==> config.mk <==
export PLATFORM = sky130hd
export DESIGN_NAME = instruction_decoder
export DESIGN_NICKNAME = d
export VERILOG_FILES = /design/src/rtl/instruction_decoder_pkg.sv /design/src/rtl/instruction_decoder_reg_file.sv /design/src/rtl/instruction_decoder.sv
export SDC_FILE = /design/constraint.sdc
export NUM_CORES = 2
export LEC_CHECK = 0
export BUFFER_PORTS_ARGS = -buffer_cell sky130_fd_sc_hd__buf_2
export CORE_ASPECT_RATIO = 0.8
export CORE_MARGIN = 1.5
export CORE_UTILIZATION = 45
export DETAILED_ROUTE_END_ITERATION = 7
export PLACE_DENSITY = 0.73
export REMOVE_ABC_BUFFERS = 1
export SLEW_MARGIN = 15
export SYNTH_ARGS = -nofsm -noshare
export SYNTH_HDL_FRONTEND = slang
export SYNTH_HIERARCHICAL = 1
export SYNTH_SLANG_ARGS = --single-unit
==> constraint.sdc <==
create_clock -name clk -period 2.1 [get_ports clk]
set_input_delay 0 -clock clk [delete_from_list [all_inputs] [get_ports clk]]
set_output_delay 0 -clock clk [all_outputs]
set_load 0.05 [all_outputs]
==> src/rtl/instruction_decoder_pkg.sv <==
// Shared constants for the decode stage: opcodes, ALU control codes and XLEN.
package instruction_decoder_pkg;

  localparam int XLEN = 64;

  localparam logic [6:0] OP_RTYPE  = 7'b0110011;
  localparam logic [6:0] OP_LOAD   = 7'b0000011;
  localparam logic [6:0] OP_STORE  = 7'b0100011;
  localparam logic [6:0] OP_BRANCH = 7'b1100011;

  localparam logic [3:0] ALU_AND = 4'b0000;
  localparam logic [3:0] ALU_OR  = 4'b0001;
  localparam logic [3:0] ALU_ADD = 4'b0010;
  localparam logic [3:0] ALU_SUB = 4'b0110;

  localparam logic [6:0] F7_BASE = 7'b0000000;
  localparam logic [6:0] F7_ALT  = 7'b0100000;

endpackage

==> src/rtl/instruction_decoder_reg_file.sv <==
// 32x64 integer register file, x0 hard-wired to zero, two combinational read ports.
// Optional same-cycle write-back forwarding enabled by defining WB_BYPASS_EN.
module reg_file
  import instruction_decoder_pkg::*;
(
  input  logic            clk,
  input  logic            rst_n,
  input  logic            wb_en,
  input  logic [4:0]      wb_addr,
  input  logic [XLEN-1:0] wb_data,
  input  logic [4:0]      rs1,
  input  logic [4:0]      rs2,
  output logic [XLEN-1:0] val_a,
  output logic [XLEN-1:0] val_b
);

  logic [XLEN-1:0] regs [1:31];
  logic            wr_ok;

  assign wr_ok = wb_en && (wb_addr != 5'd0);

  always_ff @(posedge clk or negedge rst_n) begin
    if (!rst_n) begin
      for (int i = 1; i < 32; i++) regs[i] <= '0;
    end else if (wr_ok) begin
      regs[wb_addr] <= wb_data;
    end
  end

  always_comb begin
    val_a = '0;
    val_b = '0;
    if (rs1 != 5'd0) val_a = regs[rs1];
    if (rs2 != 5'd0) val_b = regs[rs2];
`ifdef WB_BYPASS_EN
    // Forward the value being written this cycle so decode sees it immediately.
    if (wr_ok && (wb_addr == rs1)) val_a = wb_data;
    if (wr_ok && (wb_addr == rs2)) val_b = wb_data;
`endif
  end

endmodule

==> src/rtl/instruction_decoder.sv <==
// Decode stage: combinational control/ALU-code generation plus the integer register file.
// Define WB_BYPASS_EN to forward write-back data to ValA/ValB in the same cycle.
module instruction_decoder
  import instruction_decoder_pkg::*;
(
  input  logic            clk,
  input  logic            rst_n,
  input  logic [6:0]      opcode,
  input  logic [4:0]      rs1,
  input  logic [4:0]      rs2,
  input  logic [4:0]      rd,
  input  logic [2:0]      funct3,
  input  logic [6:0]      funct7,
  input  logic            wb_en,
  input  logic [4:0]      wb_addr,
  input  logic [XLEN-1:0] wb_data,
  output logic            ALU_src,
  output logic            Mem_to_Reg,
  output logic            Reg_Write,
  output logic            Mem_Read,
  output logic            Mem_Write,
  output logic            Branch_en,
  output logic [3:0]      alu_ctrl,
  output logic [XLEN-1:0] ValA,
  output logic [XLEN-1:0] ValB
);

  logic writes_rd;

  always_comb begin
    ALU_src    = 1'b0;
    Mem_to_Reg = 1'b0;
    writes_rd  = 1'b0;
    Mem_Read   = 1'b0;
    Mem_Write  = 1'b0;
    Branch_en  = 1'b0;
    alu_ctrl   = ALU_ADD;
    case (opcode)
      OP_RTYPE: begin
        writes_rd = 1'b1;
        if (funct7 == F7_BASE) begin
          case (funct3)
            3'b111:  alu_ctrl = ALU_AND;
            3'b110:  alu_ctrl = ALU_OR;
            default: alu_ctrl = ALU_ADD;
          endcase
        end else if (funct7 == F7_ALT && funct3 == 3'b000) begin
          alu_ctrl = ALU_SUB;
        end
      end
      OP_LOAD: begin
        ALU_src    = 1'b1;
        Mem_to_Reg = 1'b1;
        writes_rd  = 1'b1;
        Mem_Read   = 1'b1;
      end
      OP_STORE: begin
        ALU_src   = 1'b1;
        Mem_Write = 1'b1;
      end
      OP_BRANCH: begin
        Branch_en = 1'b1;
        alu_ctrl  = ALU_SUB;
      end
      default: ;
    endcase
  end

  // Writing x0 is architecturally a no-op, so suppress the request at decode.
  assign Reg_Write = writes_rd && (rd != 5'd0);

  reg_file u_reg_file (
    .clk     (clk),
    .rst_n   (rst_n),
    .wb_en   (wb_en),
    .wb_addr (wb_addr),
    .wb_data (wb_data),
    .rs1     (rs1),
    .rs2     (rs2),
    .val_a   (ValA),
    .val_b   (ValB)
  );

endmodule

==> flow_summary_export.csv <==
group,metric,value,unit
synth,yosysTopAreaCellShare,46.8,%
place,portBuffers,240,
synth,syn-cell-area,106000,um^2
worst_setup_path,cp.required,2.10,ns
power_and_ir_drop,seqPwrFrac,43.9,%
timing,max_freq,382,MHz
detailed_routing,vias,77621,
place,dpl_cell_area,117000,um^2
cts,h-tree-depth,4,
die,start_util,45.2,%
finish,regMostFlops,"u_reg_file/regs",
cts,cts_root_buf,"clkbuf_16",
power_and_ir_drop,combPwrFrac,24.2,%
outcome,violations,"setup timing",
worst_setup_path,crit_path_cell_trace,"buf_6 > mux4_2 > a22o_1 > a31oi_4 > nor3_4 > buf_6",
die,dieArea,239000,um^2
timing,skew,0,ns
cts,cts.sink_count,1984,
finish,post-route-util,54.6,%
synth,synth_seq_cells,1984,
synth,yosys.area.top_type,"dfrtp_1",
finish,nets,8502,
global_route,grt_pass1_wl,530000,um
power_and_ir_drop,p_int,82.7,mW
synth,synth_cell_types,42,
detailed_routing,drt-initial-drc-count,9283,
power_and_ir_drop,irDropWorstVdd,782,uV
power_and_ir_drop,p_sw,35.0,mW
detailed_routing,drc,0,
detailed_routing,dr.pass1.iters,5,
die,dieWidth,546,um
finish,fillerInstances,18403,
die,core_area,235000,um^2
place,place_ws,-0.385,ns
finish,largest_reg_flops,1984,
timing,finalCritPeriodShare,125,%
worst_setup_path,cp_common_cell,"buf_6",
synth,netlist_instances,8090,
global_route,antenna_found_initial,18,
worst_setup_path,path_max_fanout,2,
worst_setup_path,arrival,2.62,ns
cts,cts_buffer_depth,4,
cts,numCtsBuffers,200,
finish,final_cell_mix,"2091 x mux2_2, 1984 x dfrtp_1, 1277 x mux2i_1",
die,io-pin-count,242,
finish,final_area,128000,um^2
worst_setup_path,cpMaxStageDelayCell,"mux4_2",
synth,yosysSeqAreaShare,46.8,%
timing,finalHoldViolCount,0,
finish,final_common_cell,"mux2_2",
finish,top_regs,"u_reg_file/regs: 1984 flops",
worst_setup_path,start_kind,"flop",
hold_path,hp-class,"in2reg",
power_and_ir_drop,netSwitchingFraction,29.7,%
timing,worstMarginPinSlew,1.11,ns
cts,clk_pin_slew,0.07,ns
power_and_ir_drop,p_leak,57.0,nW
die,die_y,437,um
finish,syn2layout_area_growth,20.8,%
timing,finalSetupViolCount,129,
power_and_ir_drop,power_density,918,nW/um^2
power_and_ir_drop,clkPwrFrac,31.9,%
synth,postSynthAreaPerCell,13.1,um^2
global_route,grt_max_degree,116,
finish,drive_gt1_share,46.9,%
timing,rsz0062_at_grt,"true",
global_route,grt_pass1_vias,79607,
worst_setup_path,critical_path_class,"reg2out",
timing,holdWs,0.0552,ns
timing,drv_slew,0,
global_route,track_usage,29.2,%
die,rows,159,
run,drv_cap,0,
worst_setup_path,cp_top_family,"multiplexers",
detailed_routing,ant_nets,0,
timing,period_needed,2.62,ns
synth,ys_warn_count,6,
global_route,overflow,0,
place,gp_congestion,0.874,
detailed_routing,wl_per_cell,30.6,um
synth,netlist_top_cells_area,"dfrtp_1 47%, mux2_2 22%, mux2i_1 12%",
worst_setup_path,crit_path_end_kind,"output pin",
cts,clk-insertion-delay-late,0.88,ns
cts,cts_tree,"built",
detailed_routing,drt-total-wl,358000,um
worst_setup_path,crit_buf_inv,2,
timing,timing.final.ws_setup,-0.517,ns
place,dp_hpwl,219000,um
worst_setup_path,max_stage_delay,0.46,ns
detailed_routing,viasPerCell,6.64,
power_and_ir_drop,total_power,118,mW
outcome,status,"finished with violations",
timing,relSlewSlack,26.0,%
==> cell type report <==
class / count / area, um^2 / area share (%)
Timing Repair Buffer: 975 / 11100 / 8.66
Tap cell: 3139 / 3930 / 3.06
Multi-Input combinational cell: 5237 / 56700 / 44.3
Sequential cell: 1984 / 49600 / 38.7
Clock buffer: 288 / 5840 / 4.55
Clock inverter: 68 / 908 / 0.709
Antenna cell: 7 / 17.5 / 0.0137
==> power groups by stage <==
stage / registers [mW] / logic (mW) / clock network, mW
after floorplan: 50.1 / 16.7 / 0
after global placement: 51.1 / 25.1 / 0
after detailed placement: 51.9 / 26.0 / 0
after CTS: 51.3 / 27.9 / 37.8
after global routing: 52.4 / 30.1 / 39.5
final: 51.7 / 28.5 / 37.5
==> synthesized netlist by cell type (all sizes together) <==
master	n
a211oi	80
nor3b	3
and3	3
dfrtp	1984
nor2	18
o22ai	512
and3b	1
nand2	20
nand3	5
or4	1
nand4	2
a22oi	128
a221o	128
xor2	1
nor2b	91
nor4	82
a21oi	81
or3	2
nand2b	12
a31oi	48
nor3	309
clkbuf	474
buf	395
mux2	2112
and2	3
a22o	48
mux2i	1280
mux4	256
or2	5
conb	1
nor4b	2
nand4b	2
nand3b	1
==> worst min-delay path, cell delays in order <==
cell and delay (ns):
buf_2 0.13, nand3_1 0.26, nor2_4 0.10, buf_12 0.16
mux2_2 0.22
==> metrics by stage <==
stage / cells / TNS [ns]
floorplan: 7221 / -974.41
detailed placement: 11291 / -16.24
global route: 11695 / -51.57
finish: 11698 / -44.58
CTS: 11673 / -48.32
global placement: 11291 / -16.68
==> worst paths after layout <==
kind / start / endpoint / slack, ns / depth (start not counted)
min in group asynchronous: rst_n / u_reg_file/regs[1223]$_DFFE_PN0P_ / 0.34 / 4
hold reg to reg: u_reg_file/regs[1922]$_DFFE_PN0P_ / u_reg_file/regs[1922]$_DFFE_PN0P_ / 0.53 / 1
max in group asynchronous: rst_n / u_reg_file/regs[633]$_DFFE_PN0P_ / 0.70 / 6
setup reg to reg: u_reg_file/regs[501]$_DFFE_PN0P_ / u_reg_file/regs[501]$_DFFE_PN0P_ / 0.76 / 2
hold / removal: wb_en / u_reg_file/regs[664]$_DFFE_PN0P_ / 0.06 / 5
setup / recovery: u_reg_file/regs[1144]$_DFFE_PN0P_ / ValA[56] / -0.52 / 6
==> layer usage <==
layer	track usage, %	vias up	share of wire (%)
met5	0	-	0.021
met4	13.4	12	5.0
met3	6.95	1027	10
met2	44.3	4489	45
met1	39.5	40703	40
li1	-	31390	-
==> cell families after synthesis <==
kind of cell	share of synthesized area, %
XOR/XNOR	0.00826
other	0.00353
flip-flops	46.8
AO/OA/AOI/OAI	6.76
multiplexers	39.9
AND/OR/NAND/NOR	2.93
buffers and inverters	3.59
==> timing repair <==
action | in CTS | in global routing
pin swaps | 235 | 45
setup buffers | 40 | 20
endpoints found under the hold margin | 3968 | 11
hold buffers | 76 | 2
resized for setup | 635 | 84
setup endpoints to repair | 128 | 130
Note: power is estimated with default switching activity, not from simulation.
